===== config.mk =====
export PLATFORM = sky130hd
export DESIGN_NAME = norm_shift_detect_flat
export DESIGN_NICKNAME = d
export VERILOG_FILES = /design/src/rtl/norm_shift_detect_pkg.sv /design/src/rtl/norm_shift_detect_if.sv /design/src/rtl/norm_shift_detect_bit_reverse.sv /design/src/rtl/norm_shift_detect.sv /design/src/flat_wrapper.sv
export SDC_FILE = /design/constraint.sdc
export NUM_CORES = 1
export LEC_CHECK = 0
export BUFFER_PORTS_ARGS = -buffer_cell sky130_fd_sc_hd__buf_4
export CORE_ASPECT_RATIO = 1.1
export CORE_UTILIZATION = 30
export DETAILED_ROUTE_END_ITERATION = 16
export RECOVER_POWER = 25
export SYNTH_ARGS = -nofsm -noshare
export SYNTH_HDL_FRONTEND = slang
export SYNTH_SLANG_ARGS = --single-unit

===== constraint.sdc =====
create_clock -name clk -period 3.53 [get_ports clk]
set_input_delay 1.059 -clock clk [delete_from_list [all_inputs] [get_ports clk]]
set_output_delay 1.059 -clock clk [all_outputs]
set_load 0.01 [all_outputs]

===== src/rtl/norm_shift_detect_pkg.sv =====
// Shared types and helpers for the normalize-shift detector.
// Holds the FSM state type, direction codes and the stage zero test.
package norm_pkg;

    typedef enum logic [1:0] {
        IDLE,
        SHIFT,
        DONE
    } state_t;

    localparam logic DIR_LEFT  = 1'b0;
    localparam logic DIR_RIGHT = 1'b1;

    // Widest word the zero test handles; callers zero-extend into it.
    localparam int NMAX = 256;

    // True when bits [n-1 : n-2^k] of w are all zero.
    function automatic logic top_zero(
        input logic [NMAX-1:0] w,
        input int              n,
        input int              k
    );
        logic z;
        z = 1'b1;
        for (int i = 0; i < NMAX; i++) begin
            if (i < n && i >= n - (1 << k) && w[i]) begin
                z = 1'b0;
            end
        end
        return z;
    endfunction

endpackage


===== src/rtl/norm_shift_detect_if.sv =====
// Input/output valid-ready bundle for norm_shift_detect.
// master drives words in and accepts results; slave is the detector.
interface norm_shift_detect_if #(
    parameter int N = 8
);
    localparam int W = $clog2(N);

    logic         in_valid;
    logic         in_ready;
    logic [N-1:0] in_data;
    logic         in_dir;
    logic         out_valid;
    logic         out_ready;
    logic [N-1:0] out_data;
    logic [W-1:0] out_shift;
    logic         out_zero;

    modport master (
        output in_valid,
        output in_data,
        output in_dir,
        output out_ready,
        input  in_ready,
        input  out_valid,
        input  out_data,
        input  out_shift,
        input  out_zero
    );

    modport slave (
        input  in_valid,
        input  in_data,
        input  in_dir,
        input  out_ready,
        output in_ready,
        output out_valid,
        output out_data,
        output out_shift,
        output out_zero
    );

endinterface


===== src/rtl/norm_shift_detect_bit_reverse.sv =====
// Combinational bit reversal: dout[i] = din[N-1-i].
// Lets one left-normalizing datapath also serve right normalization.
module bit_reverse #(
    parameter int N = 8
) (
    input  logic [N-1:0] din,
    output logic [N-1:0] dout
);

    for (genvar i = 0; i < N; i++) begin : g_rev
        assign dout[i] = din[N-1-i];
    end

endmodule


===== src/rtl/norm_shift_detect.sv =====
// Iterative leading/trailing-zero normalizer, one binary-search stage per clock.
// Define NORM_BACK2BACK_EN to accept a new word on the same edge a result leaves.
import norm_pkg::*;

module norm_shift_detect #(
    parameter  int N = 8,
    localparam int W = $clog2(N)
) (
    input  logic                clk,
    input  logic                rst,
    norm_shift_detect_if.slave  io
);

    state_t       state_q, state_d;
    logic [N-1:0] work_q, work_d;
    logic         dir_q, dir_d;
    logic [W-1:0] cnt_q, cnt_d;
    logic [W-1:0] shift_q, shift_d;
    logic         zero_q, zero_d;

    logic [N-1:0] in_rev;
    logic [N-1:0] work_rev;
    logic [N-1:0] load_word;
    logic         in_ready;
    logic         accept;
    logic         stage_zero;

    bit_reverse #(.N(N)) u_in_rev (
        .din  (io.in_data),
        .dout (in_rev)
    );

    bit_reverse #(.N(N)) u_out_rev (
        .din  (work_q),
        .dout (work_rev)
    );

    // Right normalize runs as a left normalize on the mirrored word.
    assign load_word = (io.in_dir == DIR_RIGHT) ? in_rev : io.in_data;

    always_comb begin
        in_ready = (state_q == IDLE);
`ifdef NORM_BACK2BACK_EN
        if (state_q == DONE) begin
            in_ready = io.out_ready;
        end
`endif
    end

    assign accept     = io.in_valid & in_ready;
    assign stage_zero = top_zero(NMAX'(work_q), N, int'(cnt_q));

    always_comb begin
        state_d = state_q;
        work_d  = work_q;
        dir_d   = dir_q;
        cnt_d   = cnt_q;
        shift_d = shift_q;
        zero_d  = zero_q;

        unique case (state_q)
            IDLE: begin
                state_d = IDLE;
            end
            SHIFT: begin
                if (stage_zero) begin
                    work_d         = work_q << (1 << cnt_q);
                    shift_d[cnt_q] = 1'b1;
                end
                if (cnt_q == '0) begin
                    state_d = DONE;
                end else begin
                    cnt_d = cnt_q - 1'b1;
                end
            end
            DONE: begin
                if (io.out_ready) begin
                    state_d = IDLE;
                end
            end
            default: begin
                state_d = IDLE;
            end
        endcase

        // A new word may arrive from IDLE or, back-to-back, from DONE.
        if (accept) begin
            state_d = SHIFT;
            work_d  = load_word;
            dir_d   = io.in_dir;
            cnt_d   = W'(W - 1);
            shift_d = '0;
            zero_d  = (io.in_data == '0);
        end
    end

    always_ff @(posedge clk or posedge rst) begin
        if (rst) begin
            state_q <= IDLE;
            work_q  <= '0;
            dir_q   <= DIR_LEFT;
            cnt_q   <= '0;
            shift_q <= '0;
            zero_q  <= 1'b0;
        end else begin
            state_q <= state_d;
            work_q  <= work_d;
            dir_q   <= dir_d;
            cnt_q   <= cnt_d;
            shift_q <= shift_d;
            zero_q  <= zero_d;
        end
    end

    assign io.in_ready  = in_ready;
    assign io.out_valid = (state_q == DONE);
    assign io.out_shift = shift_q;
    assign io.out_zero  = zero_q;

    always_comb begin
        io.out_data = '0;
        if (state_q == DONE) begin
            io.out_data = (dir_q == DIR_LEFT) ? work_q : work_rev;
        end
    end

endmodule


===== src/flat_wrapper.sv =====
// flat-port wrapper written by rule: the top's interface ports become plain ports
module norm_shift_detect_flat 
#(
    parameter  int N = 8,
    localparam int W = $clog2(N)
)
  (clk, rst, io_in_valid, io_in_data, io_in_dir, io_out_ready, io_in_ready, io_out_valid, io_out_data, io_out_shift, io_out_zero);
  norm_shift_detect_if #(.N(N)) io_i ();
  input  logic clk;
  input  logic rst;
  input wire logic [$bits(io_i.in_valid)-1:0] io_in_valid;
  input wire logic [$bits(io_i.in_data)-1:0] io_in_data;
  input wire logic [$bits(io_i.in_dir)-1:0] io_in_dir;
  input wire logic [$bits(io_i.out_ready)-1:0] io_out_ready;
  output wire logic [$bits(io_i.in_ready)-1:0] io_in_ready;
  output wire logic [$bits(io_i.out_valid)-1:0] io_out_valid;
  output wire logic [$bits(io_i.out_data)-1:0] io_out_data;
  output wire logic [$bits(io_i.out_shift)-1:0] io_out_shift;
  output wire logic [$bits(io_i.out_zero)-1:0] io_out_zero;
  assign io_i.in_valid = io_in_valid;
  assign io_i.in_data = io_in_data;
  assign io_i.in_dir = io_in_dir;
  assign io_i.out_ready = io_out_ready;
  assign io_in_ready = io_i.in_ready;
  assign io_out_valid = io_i.out_valid;
  assign io_out_data = io_i.out_data;
  assign io_out_shift = io_i.out_shift;
  assign io_out_zero = io_i.out_zero;
  norm_shift_detect #(.N(N)) u_core (.clk(clk), .rst(rst), .io(io_i));
endmodule

# After elaboration in Yosys (flattened, before gate mapping)
# Index checks and enable logic that the tools add are counted.
[totals]
regBits = 18
elab_cells = 71
[op_classes]
add_sub_neg = 2
magnitude_cmp = 10
eq_ne = 5
n_shift = 3
muxes = 26
n_bitwise = 2
n_reduce_logical = 17
[op_table]
columns = ["cell", "n"]
rows = [
  ["4-bit by 32-bit greater-or-equal comparator with 1-bit output (first input constant)", 4],
  ["3-bit by 32-bit greater-or-equal comparator with 1-bit output (first input constant)", 2],
  ["1-bit by 3-bit left shift with 32-bit output (first input constant)", 2],
  ["8-bit two-way mux", 6],
  ["1-bit by 32-bit greater-or-equal comparator with 1-bit output (first input constant)", 1],
  ["2-bit by 32-bit greater-or-equal comparator with 1-bit output (first input constant)", 1],
  ["8-bit by 32-bit left shift with 8-bit output", 1],
  ["5-bit by 32-bit subtractor with 32-bit output (first input constant)", 1],
  ["3-bit two-way mux", 6],
  ["1-bit logical AND", 9],
  ["1-bit two-way mux", 9],
  ["8-bit logical NOT", 1],
  ["2-bit two-way mux", 3],
  ["2-bit AND reduction", 3],
  ["2-bit case mux with 2 select lines", 1],
  ["2-bit nonzero test", 2],
  ["3-bit by 1-bit greater-or-equal comparator with 1-bit output (second input constant)", 1],
  ["3-bit logical NOT", 1],
  ["3-bit < comparator (second input constant)", 1],
  ["3-bit by 1-bit inequality test with 1-bit output (second input constant)", 1],
  ["3-bit by 2-bit inequality test with 1-bit output (second input constant)", 1],
  ["3-bit OR", 1],
  ["3-bit by 1-bit subtractor with 3-bit output (second input constant)", 1],
  ["1-bit demux with 2-bit select", 1],
  ["5 further kinds", 5],
]

# Depth between registers and ports, before layout
# Gate-level depths: netlist of run 1.
[depth]
depth_word = 15
depth_mapped = 13
depth_no_buf = 11

# Cells and area by module
# From an unflattened synthesis of run 1, not the netlist that was laid out.
[unflattened]
cells_unflattened = 236
hier_area_um2 = 1896.8
[modules_own_cells]
columns = ["mod", "n_inst", "cells_each", "area_each_um2", "seq_area_each_um2"]
rows = [
  ["norm_shift_detect", 1, 220, 1776.7, 450.4],
  ["bit_reverse", 2, 8, 60.1, 0.0],
]

# Worst setup path before layout of run 1
# OpenSTA, ideal clock, no wires.
[synth_path]
path_type = "reg2reg"
from = "register u_core.cnt_q[0]"
to = "register u_core.work_q[5]"
setup_time_ns = 0.067
arrival_time_ns = 2.970
required_time_ns = 3.463
setup_slack_ns = 0.492
stages_incl_launch_ff = 12
synth_period_minus_slack_ns = 3.038
path_cell_list = "dfrtp_1 inv_1 ha_1 nor2b_1 clkbuf_1 clkinv_1 ha_1 or3_1 a32oi_2 a41oi_4 a2111oi_2 a311o_1"
[synth_via]
elab_chain_cells = 14
[synth_lines]
columns = ["item", "line", "source"]
rows = [
  ["start: declaration", "norm_shift_detect.sv:17", "logic [W-1:0] cnt_q, cnt_d;"],
  ["start signal: assignment", "norm_shift_detect.sv:109", "cnt_q <= cnt_d;"],
  ["1-bit by 3-bit left shift with 32-bit output", "norm_shift_detect_pkg.sv:26, norm_shift_detect.sv:67", ""],
  ["5-bit by 32-bit subtractor with 32-bit output", "-", ""],
  ["1-bit by 32-bit greater-or-equal comparator with 1-bit output", "norm_shift_detect_pkg.sv:26", "if (i < n && i >= n - (1 << k) && w[i]) begin"],
  ["1-bit logical AND", "norm_shift_detect_pkg.sv:26", ""],
  ["1-bit two-way mux (8 in a row)", "norm_shift_detect_pkg.sv:26", ""],
  ["2-bit nonzero test (no line)", "-", ""],
  ["2-bit AND reduction (no line)", "-", ""],
  ["end signal: assignment", "norm_shift_detect.sv:107", "work_q <= work_d;"],
  ["end: declaration", "norm_shift_detect.sv:15", "logic [N-1:0] work_q, work_d;"],
]
# Parallel ways exist; a longest one is shown, timed or not. The select of a mux whose other input is x is not followed.
# A chain may end at the register's enable or synchronous reset.

# Final worst setup path of run 1
# Same ends and word-level chain as after synthesis.

==> results.py, run 1 <==
metrics = {
    "cts": {
        "cts_buffers": 3,
        "clk_path_buf_depth": 2,
        "postCtsResizedCells": 0,
        "hold_buffers": 0,
        "cts_sinks": 18,
        "htree_levels": 1,
        "post-cts-setup-buffers": 0,
        "cts_tree": "yes",
        "clk_latency_ns": 0.25,
        "clk_pin_slew_ns": 0.06,
        "clockRootBuffer": "clkbuf_8",
    },
    "floorplanning": {
        "initial_core_util": 0.318,
        "die_w_um": 74.6,
        "fp.dieH_um": 81.8,
        "die_area_mm2": 0.00610,
        "fp-row-count": 28,
        "fp.coreArea_mm2": 0.00547,
        "ios": 27,
    },
    "logic_synthesis": {
        "ys_ff_latch": 18,
        "synthFlopType": "dfrtp_1",
        "synthCells": 205,
        "yosysSeqAreaShare": 0.259,
        "synth.avg_cell_area_um2": 8.48,
        "netlist_area_mm2": 0.00174,
        "synth_cell_type_count": 47,
        "synth_edf_count": 0,
        "yosys_warnings": 0,
        "syn-num-nets": 230,
        "async_reset_ff_frac": 1.00,
    },
    "route": {
        "vias": 1536,
        "routedWlPerCell_um": 14.4,
        "dr.pass1.iters": 4,
        "ant_nets": 0,
        "drc": 0,
        "drt_iter0_drc": 74,
        "drt_wl_total_um": 4220,
        "via_per_inst": 5.22,
    },
    "placement": {
        "gp_congestion": 0.827,
        "io_buffers": 26,
        "place_ws_ns": 0.556,
        "dpl_cell_area_mm2": 0.00197,
        "place_hpwl_um": 3140,
    },
    "timing": {
        "report.final.setup_viol": 0,
        "finalHoldViolations": 0,
        "fin_ws_ns": 0.440,
        "fin_crit_sh": 0.875,
        "timing.slew.headroom": 0.511,
        "rsz0062_at_grt": "no",
        "tns_ns": 0,
        "fmax_ghz": 0.324,
        "tightest_slew_ns": 0.732,
        "slew_viol_final": 0,
        "finalCriticalPeriod_ns": 3.09,
        "finClkSkew_ns": 0.00260,
    },
    "global_routing": {
        "antenna_found_initial": 0,
        "overflow": 0,
        "grt_max_degree": 24,
        "grt_usage": 0.151,
        "first_global_vias": 1416,
        "grt_pass1_wl_um": 7100,
    },
    "power": {
        "p_per_area_mw_per_mm2": 931,
        "ir_drop_mv": 0.417,
        "pwr-share-clk": 0.075,
        "total_switching_power_uw": 929,
        "seqPwrFrac": 0.244,
        "combPwrFrac": 0.681,
        "leakagePower_uw": 0.000877,
        "swShare": 0.497,
        "p_int_uw": 941,
    },
    "setup_path": {
        "cp.arrival_ns": 3.23,
        "crit_path_end_kind": "flip-flop",
        "worstPathRequired_ns": 3.67,
        "worstRegToRegCells": 11,
        "r2r-end": "u_core.work_q[5]",
        "reg2reg_slack_ns": 0.44,
        "critPathKind": "reg2reg",
        "crit_path_start_kind": "flip-flop",
        "path_max_fanout": 17,
        "setup.worst_path.end": "u_core.work_q[5]",
        "cp-startpoint": "u_core.cnt_q[0]",
        "reg2reg_from": "u_core.cnt_q[0]",
    },
    "status": {
        "status": "complete, no violations",
    },
    "layout": {
        "area_growth_pct": 15.6,
        "drive_gt1_frac": 0.187,
        "layout_common_cells": "buf_4, nor2_1, mux2i_1, dfrtp_1, nand2_1",
        "nNetsFinal": 246,
        "layout_commonest_cell": "buf_4",
        "fillCellCount": 602,
        "n_antenna_cell": 0,
        "stdcell_area_mm2": 0.00201,
        "fin_util": 0.368,
    },
    "hold_path": {
        "min_from": "u_core.io.out_zero",
        "hp-class": "reg2reg",
    },
    "run": {
        "maxCapViolCount": 0,
    },
}
==> metal layers <==
metal / global-route usage / wire [um]
met1: 0.226 / 2200
met2: 0.228 / 1810
met3: 0.0160 / 168
met4: 0.0415 / 51
met5: 0 / 0
==> Yosys cell counts, types with 2 or more instances <==
| cell type | instances | share of area |
|---|---|---|
| nor2_1 | 23 | 0.050 |
| mux2i_1 | 20 | 0.12 |
| dfrtp_1 | 18 | 0.26 |
| nand2_1 | 17 | 0.037 |
| clkbuf_1 | 16 | 0.035 |
| ha_1 | 12 | 0.086 |
| o21ai_0 | 12 | 0.035 |
| a21oi_1 | 10 | 0.029 |
| inv_1 | 5 | 0.011 |
| nand2b_1 | 5 | 0.018 |
| nor2b_1 | 5 | 0.018 |
| nor4_1 | 5 | 0.018 |
| nand3_1 | 4 | 0.012 |
| o211ai_1 | 4 | 0.017 |
| a211oi_1 | 3 | 0.013 |
| nor3b_1 | 3 | 0.013 |
| o21a_1 | 3 | 0.013 |
| a211o_1 | 2 | 0.010 |
| and2_1 | 2 | 0.0072 |
| and3_1 | 2 | 0.0072 |
| buf_6 | 2 | 0.013 |
| mux2_2 | 2 | 0.013 |
| mux4_2 | 2 | 0.026 |
| nand4b_1 | 2 | 0.010 |
| nor3_1 | 2 | 0.0058 |
| o22ai_1 | 2 | 0.0072 |
| or3_1 | 2 | 0.0072 |
==> sequential cells by signal (all words and copies together) (netlist names) <==
signal / count
u_core.cnt_q: 3
u_core.dir_q: 1
u_core.io.out_shift: 3
u_core.io.out_zero: 1
u_core.state_q: 2
u_core.work_q: 8
==> logic make-up (layout without fill, tap and decap cells) <==
logic type / after synthesis / count (layout) / synth area share
AND/OR/NAND/NOR: 77 / 77 / 0.231
AO/OA/AOI/OAI: 46 / 46 / 0.193
buffers and inverters: 26 / 40 / 0.0662
multiplexers: 24 / 24 / 0.154
flip-flops: 18 / 18 / 0.259
adder cells (fa/ha/maj): 12 / 12 / 0.0864
XOR/XNOR: 2 / 2 / 0.0101
==> critical path, cell delays in order, from the launching register on <==
cell and delay, ns:
dfrtp_1 0.40, inv_1 0.15, ha_1 0.19, clkbuf_1 0.41
or3_1 0.21, o21ai_0 0.09, ha_1 0.28, nor3b_1 0.20
a211oi_1 0.15, a41oi_4 0.46, a2111oi_2 0.10, a311o_1 0.33
==> per-stage QoR <==
stage                     cells  hold slack (ns)  total power, uW
after floorplan             205            0.515             1450
after global placement      291            0.474             1730
after detailed placement    291            0.478             1740
after CTS                   294            0.497             1880
after global routing        294            0.505             2050
final                       294            0.493             1870
==> worst min-delay path by stage <==
stage / to / slack (ns) / depth (start not counted)
after floorplan: u_core.io.out_zero / 0.51 / 2
after global placement: u_core.io.out_zero / 0.47 / 2
after detailed placement: u_core.io.out_zero / 0.48 / 2
after CTS: u_core.io.out_zero / 0.50 / 2
after global routing: u_core.io.out_zero / 0.50 / 2
final: u_core.io.out_zero / 0.49 / 2
==> power groups by stage <==
stage	clock, uW	combinational, uW	sequential, uW
after CTS	145	1290	454
after detailed placement	0	1280	457
after floorplan	0	1090	356
after global placement	0	1270	455
final	140	1270	456
after global routing	156	1420	476
==> area by class of cell <==
class,count,area [um^2],share of cell area
clock buffers,3,41.3,0.0205
inverters,6,22.5,0.0112
multi-input cells,161,1170,0.583
flip-flops and latches,18,450,0.224
well taps,75,93.8,0.0467
repair buffers,31,229,0.114
(Power assumes the default switching activity.)
==> run 2, diff against run 1 <==
--- a/config.mk
+++ b/config.mk
@@ -8,6 +8,7 @@
 export BUFFER_PORTS_ARGS = -buffer_cell sky130_fd_sc_hd__buf_4
 export CORE_ASPECT_RATIO = 1.1
-export CORE_UTILIZATION = 30
+export CORE_UTILIZATION = 57
 export DETAILED_ROUTE_END_ITERATION = 16
+export PLACE_DENSITY = 0.8
 export RECOVER_POWER = 25
 export SYNTH_ARGS = -nofsm -noshare
==> constraint.sdc (replaced) <==
create_clock -name clk -period 3.53 [get_ports clk]
set_input_delay 0.706 -clock clk [delete_from_list [all_inputs] [get_ports clk]]
set_output_delay 0.706 -clock clk [all_outputs]
set_load 0.01 [all_outputs]
==> run 2 against run 1 <==
Clock power decreased by 8%. Maximum frequency decreased by 3.5%. Largest power group unchanged. Critical endpoint unchanged. Largest cell class unchanged. Cell area decreased by 3.1%. Sequential share of layout area increased by 0.71 points. Hold slack got worse by 0.0050 ns. Register-to-register slack got worse by 0.11 ns. Sequential power increased by 3%. Die area decreased by 46%. Combinational power about the same. Power increased by 1.2%.
==> results.py, run 2 (same netlist as run 1, synthesis figures left out) <==
metrics = {
    "route": {
        "ant_nets": 0,
        "vias": 1609,
        "drt_wl_total_um": 4300,
        "drt_iter0_drc": 89,
        "drc": 0,
        "routedWlPerCell_um": 17.1,
        "via_per_inst": 6.38,
        "dr.pass1.iters": 7,
    },
    "global_routing": {
        "grt_usage": 0.298,
        "antenna_found_initial": 0,
        "grt_busiest_layer": "met2",
        "gr-usage-met1": 0.384,
        "grt_pass1_wl_um": 6930,
        "grt_max_degree": 24,
        "overflow": 0,
        "grt_use_met3": 0.0407,
        "use_met2": 0.487,
        "first_global_vias": 1484,
    },
    "floorplanning": {
        "fp.dieH_um": 59.9,
        "die_area_mm2": 0.00327,
        "fp.coreArea_mm2": 0.00283,
        "fp-row-count": 20,
        "ios": 27,
        "die_w_um": 54.6,
        "initial_core_util": 0.615,
    },
    "placement": {
        "dpl_cell_area_mm2": 0.00191,
        "gp_congestion": 0.972,
        "place_hpwl_um": 3230,
        "io_buffers": 26,
    },
    "layout": {
        "n_antenna_cell": 0,
        "stdcell_area_mm2": 0.00195,
        "layout_commonest_cell": "buf_4",
        "fillCellCount": 233,
        "area_growth_pct": 12.1,
        "largest_reg_flops": 8,
        "largest_register": "u_core.work_q",
        "multi_input_area_mm2": 0.00117,
        "nNetsFinal": 245,
        "drive_gt1_frac": 0.192,
        "seq_area_um2": 450,
        "layout_common_cells": "buf_4, nor2_1, mux2i_1, dfrtp_1, nand2_1",
    },
    "timing": {
        "tns_ns": 0,
        "rsz0062_at_grt": "no",
        "finClkSkew_ns": 0.0139,
        "slew_viol_final": 0,
        "finalHoldViolations": 0,
        "fmax_ghz": 0.312,
        "report.final.setup_viol": 0,
        "finalCriticalPeriod_ns": 3.20,
        "tightest_slew_ns": 0.696,
        "timing.slew.headroom": 0.535,
        "fin_crit_sh": 0.907,
    },
    "setup_path": {
        "path_max_fanout": 17,
        "cp.arrival_ns": 3.43,
        "worstPathRequired_ns": 3.76,
        "crit_path_end_kind": "flip-flop",
        "r2r-end": "u_core.work_q[5]",
        "critPathKind": "reg2reg",
        "crit_path_start_kind": "flip-flop",
        "worstRegToRegCells": 9,
        "reg2reg_slack_ns": 0.33,
        "reg2reg_from": "u_core.cnt_q[1]",
    },
    "cts": {
        "clk_path_buf_depth": 2,
        "postCtsResizedCells": 0,
        "hold_buffers": 0,
        "clk_pin_slew_ns": 0.11,
        "cts_tree": "yes",
        "cts_buffers": 3,
        "clockRootBuffer": "clkbuf_4",
        "htree_levels": 1,
        "post-cts-setup-buffers": 0,
        "cts_sinks": 18,
        "clk_latency_ns": 0.30,
    },
    "run": {
        "maxCapViolCount": 0,
    },
    "power": {
        "p_per_area_mw_per_mm2": 971,
        "leakagePower_uw": 0.000875,
        "ir_drop_mv": 0.627,
    },
    "status": {
        "status": "complete, no violations",
    },
    "hold_path": {
        "hp-class": "in2async",
    },
}
run 2: cell counts in the layout (fill, tap and decap cells not counted):
Identical to the previous run, type by type.
run 2: worst max path at each step:
stage,cells past startpoint,slack [ns],start,to
floorplan,11,0.49,u_core.cnt_q[0],u_core.work_q[5]
global placement,9,0.54,u_core.cnt_q[1],u_core.work_q[5]
detailed placement,9,0.40,u_core.cnt_q[1],u_core.work_q[5]
CTS,9,0.37,u_core.cnt_q[1],u_core.work_q[5]
global route,9,0.17,u_core.cnt_q[1],u_core.work_q[5]
finish,9,0.33,u_core.cnt_q[1],u_core.work_q[5]
run 2: critical path: stages (launching register included):
cell	delay [ns]
dfrtp_1	0.42
inv_1	0.11
ha_1	0.42
nand2b_1	0.30
ha_1	0.36
or3_1	0.41
a32oi_2	0.25
a41oi_4	0.30
a2111oi_2	0.41
a311o_1	0.16
run 2: per-stage QoR:
stage / total power [uW] / worst slack [ns] / util / hold WS (ns) / cells
floorplan: 1450 / 0.492 / - / 0.515 / 205
global placement: 1680 / 0.543 / 0.676 / 0.459 / 248
detailed placement: 1740 / 0.397 / 0.676 / 0.472 / 248
CTS: 1880 / 0.371 / 0.689 / 0.498 / 252
global route: 2040 / 0.170 / 0.689 / 0.511 / 252
finish: 1890 / 0.328 / 0.689 / 0.488 / 252
run 2: power by group:
part	total, uW	internal [uW]	switching, uW	leakage, uW
combinational	1290	570	722	0.000625
clock	129	62.9	66.6	0.0000210
sequential	471	296	175	0.000229
run 2: cell type report:
type                            count  area share
Tap cell                           33      0.0212
Multi-Input combinational cell    161       0.602
Sequential cell                    18       0.231
Inverter                            6      0.0116
Clock buffer                        4      0.0186
Timing Repair Buffer               30       0.116
run 2: layer usage:
layer	up-vias	wire length, um
met1	746	1710
met3	15	339
met4	0	130
met2	84	2130
li1	764	-
met5	-	0
==> run 3, diff against run 2 <==
Settings changed: GPL_TIMING_DRIVEN set to 0, PLACE_DENSITY 0.8 to 0.81.
==> run 3 against run 2 <==
Hold slack got worse by 0.00084 ns. Register-to-register slack got worse by 0.04 ns. Largest cell class unchanged. Cell area rose by 3.0%. Via count rose by 2.0%. Combinational power increased by 12%. Flip-flop and latch count stayed put. Clock skew decreased by 0.0074 ns.
==> results.py, run 3 (same netlist as run 1, synthesis figures left out) <==
metrics = {
    "route": {
        "drt_iter0_drc": 80,
        "drc": 0,
        "drt_wl_total_um": 4430,
        "dr.pass1.iters": 4,
        "vias": 1641,
        "ant_nets": 0,
        "via_per_inst": 6.15,
        "routedWlPerCell_um": 16.6,
    },
    "timing": {
        "fin_crit_sh": 0.918,
        "tns_ns": 0,
        "tightest_slew_ns": 0.692,
        "report.final.setup_viol": 0,
        "holdWs_ns": 0.487,
        "fin_ws_ns": 0.290,
        "timing.slew.headroom": 0.538,
        "rsz0062_at_grt": "no",
        "finalHoldViolations": 0,
        "fmax_ghz": 0.309,
        "slew_viol_final": 0,
        "finClkSkew_ns": 0.00650,
        "finalCriticalPeriod_ns": 3.24,
    },
    "power": {
        "swShare": 0.504,
        "p_int_uw": 964,
        "ir_drop_mv": 0.675,
        "pwr-share-clk": 0.067,
        "total_switching_power_uw": 981,
        "leakagePower_uw": 0.000894,
        "p_per_area_mw_per_mm2": 970,
        "seqPwrFrac": 0.188,
        "combPwrFrac": 0.745,
    },
    "run": {
        "maxCapViolCount": 0,
    },
    "cts": {
        "clk_pin_slew_ns": 0.11,
        "cts_tree": "yes",
        "cts_sinks": 18,
        "htree_levels": 1,
        "clk_path_buf_depth": 2,
        "cts_buffers": 3,
        "post-cts-setup-buffers": 0,
        "clockRootBuffer": "clkbuf_4",
        "clk_latency_ns": 0.30,
    },
    "floorplanning": {
        "ios": 27,
        "fp.coreArea_mm2": 0.00283,
        "fp.dieH_um": 59.9,
        "fp-row-count": 20,
        "die_area_mm2": 0.00327,
        "initial_core_util": 0.615,
        "die_w_um": 54.6,
    },
    "global_routing": {
        "grt_pass1_wl_um": 6890,
        "grt_max_degree": 19,
        "antenna_found_initial": 0,
        "first_global_vias": 1495,
        "grt_usage": 0.300,
        "overflow": 0,
    },
    "layout": {
        "layout_common_cells": "buf_4, nor2_1, mux2i_1, dfrtp_1, nand2_1",
        "nNetsFinal": 260,
        "layout_commonest_cell": "buf_4",
        "area_growth_pct": 15.4,
        "largest_reg_flops": 8,
        "fin_util": 0.709,
        "largest_register": "u_core.work_q",
        "drive_gt1_frac": 0.184,
        "fillCellCount": 233,
        "n_antenna_cell": 0,
    },
    "placement": {
        "gp_congestion": 0.940,
        "io_buffers": 25,
        "place_hpwl_um": 3400,
        "place_ws_ns": -0.0893,
    },
    "setup_path": {
        "crit_path_end_kind": "flip-flop",
        "reg2reg_from": "u_core.cnt_q[0]",
        "critPathKind": "reg2reg",
        "crit_chain": "inv_1, ha_1, nor2b_1, clkbuf_2, clkinv_2, ha_1, or3_1, a32oi_2, a41oi_4, a2111oi_2, a311o_1",
        "cp.arrival_ns": 3.49,
        "cp_slowest_cell": "a2111oi_2",
        "reg2reg_slack_ns": 0.29,
        "crit_top_cell": "ha_1",
        "cp-startpoint": "u_core.cnt_q[0]",
        "cp_slowest_stage_delay_ns": 0.43,
        "worstPathRequired_ns": 3.78,
        "crit_path_start_kind": "flip-flop",
        "worstRegToRegCells": 11,
        "path_max_fanout": 10,
    },
    "hold_path": {
        "min_path_cells": 2,
        "min_from": "u_core.io.out_zero",
        "hp-class": "reg2reg",
    },
    "status": {
        "status": "complete, no violations",
    },
}
-- run 3: power groups by stage --
stage / Combinational [uW] / Sequential (uW) / Clock, uW
6_report: 1450 / 365 / 130
5_1_grt: 1590 / 375 / 141
4_1_cts: 1440 / 364 / 132
3_5_place_dp: 1430 / 369 / 0
3_3_place_gp: 1390 / 361 / 0
2_1_floorplan: 1090 / 356 / 0
-- run 3: per-layer routing --
| metal | global-route usage | up-vias | wire length [um] | part of all wire |
|---|---|---|---|---|
| met2 | 0.511 | 77 | 2170 | 0.49 |
| li1 | - | 787 | - | - |
| met5 | 0 | - | 0 | 0 |
| met3 | 0.0382 | 17 | 281 | 0.063 |
| met1 | 0.360 | 760 | 1810 | 0.41 |
| met4 | 0.147 | 0 | 176 | 0.040 |
-- run 3: worst paths after layout --
path                                            to
min in group asynchronous         u_core.work_q[2]
worst min-delay path            u_core.io.out_zero
max in group asynchronous          u_core.cnt_q[0]
worst max-delay path              u_core.work_q[5]
worst max register to register    u_core.work_q[5]
worst min register to register  u_core.io.out_zero
-- run 3: cell type report --
type,count,area (um^2),share of cell area
multi-input combinational,161,1170,0.585
sequential,18,450,0.225
timing repair buffer,25,188,0.0936
buffer,20,93.8,0.0468
tap,33,41.3,0.0206
clock buffer,4,36.3,0.0181
inverter,6,23.8,0.0119
-- run 3: timing repair --
action	in CTS	in global routing
resized for setup	1	2
endpoints found under the setup margin	7	10
hold buffers	0	0
endpoints found under the hold margin	0	0
-- run 3: worst max-delay path: cells and delay by family (launching register included) --
family / cells / cell delay [ns]
AO/OA/AOI/OAI: 4 / 1.11
buffers and inverters: 3 / 0.56
adder cells (fa/ha/maj): 2 / 0.56
AND/OR/NAND/NOR: 2 / 0.54
flip-flops: 1 / 0.41
-- run 3: stage by stage --
step | power (uW) | std cells | cell area (um^2)
finish | 1940 | 267 | 2010
detailed placement | 1800 | 263 | 1970
global route | 2110 | 267 | 2010
floorplan | 1450 | 205 | 1740
global placement | 1750 | 263 | 1970
CTS | 1930 | 267 | 2000
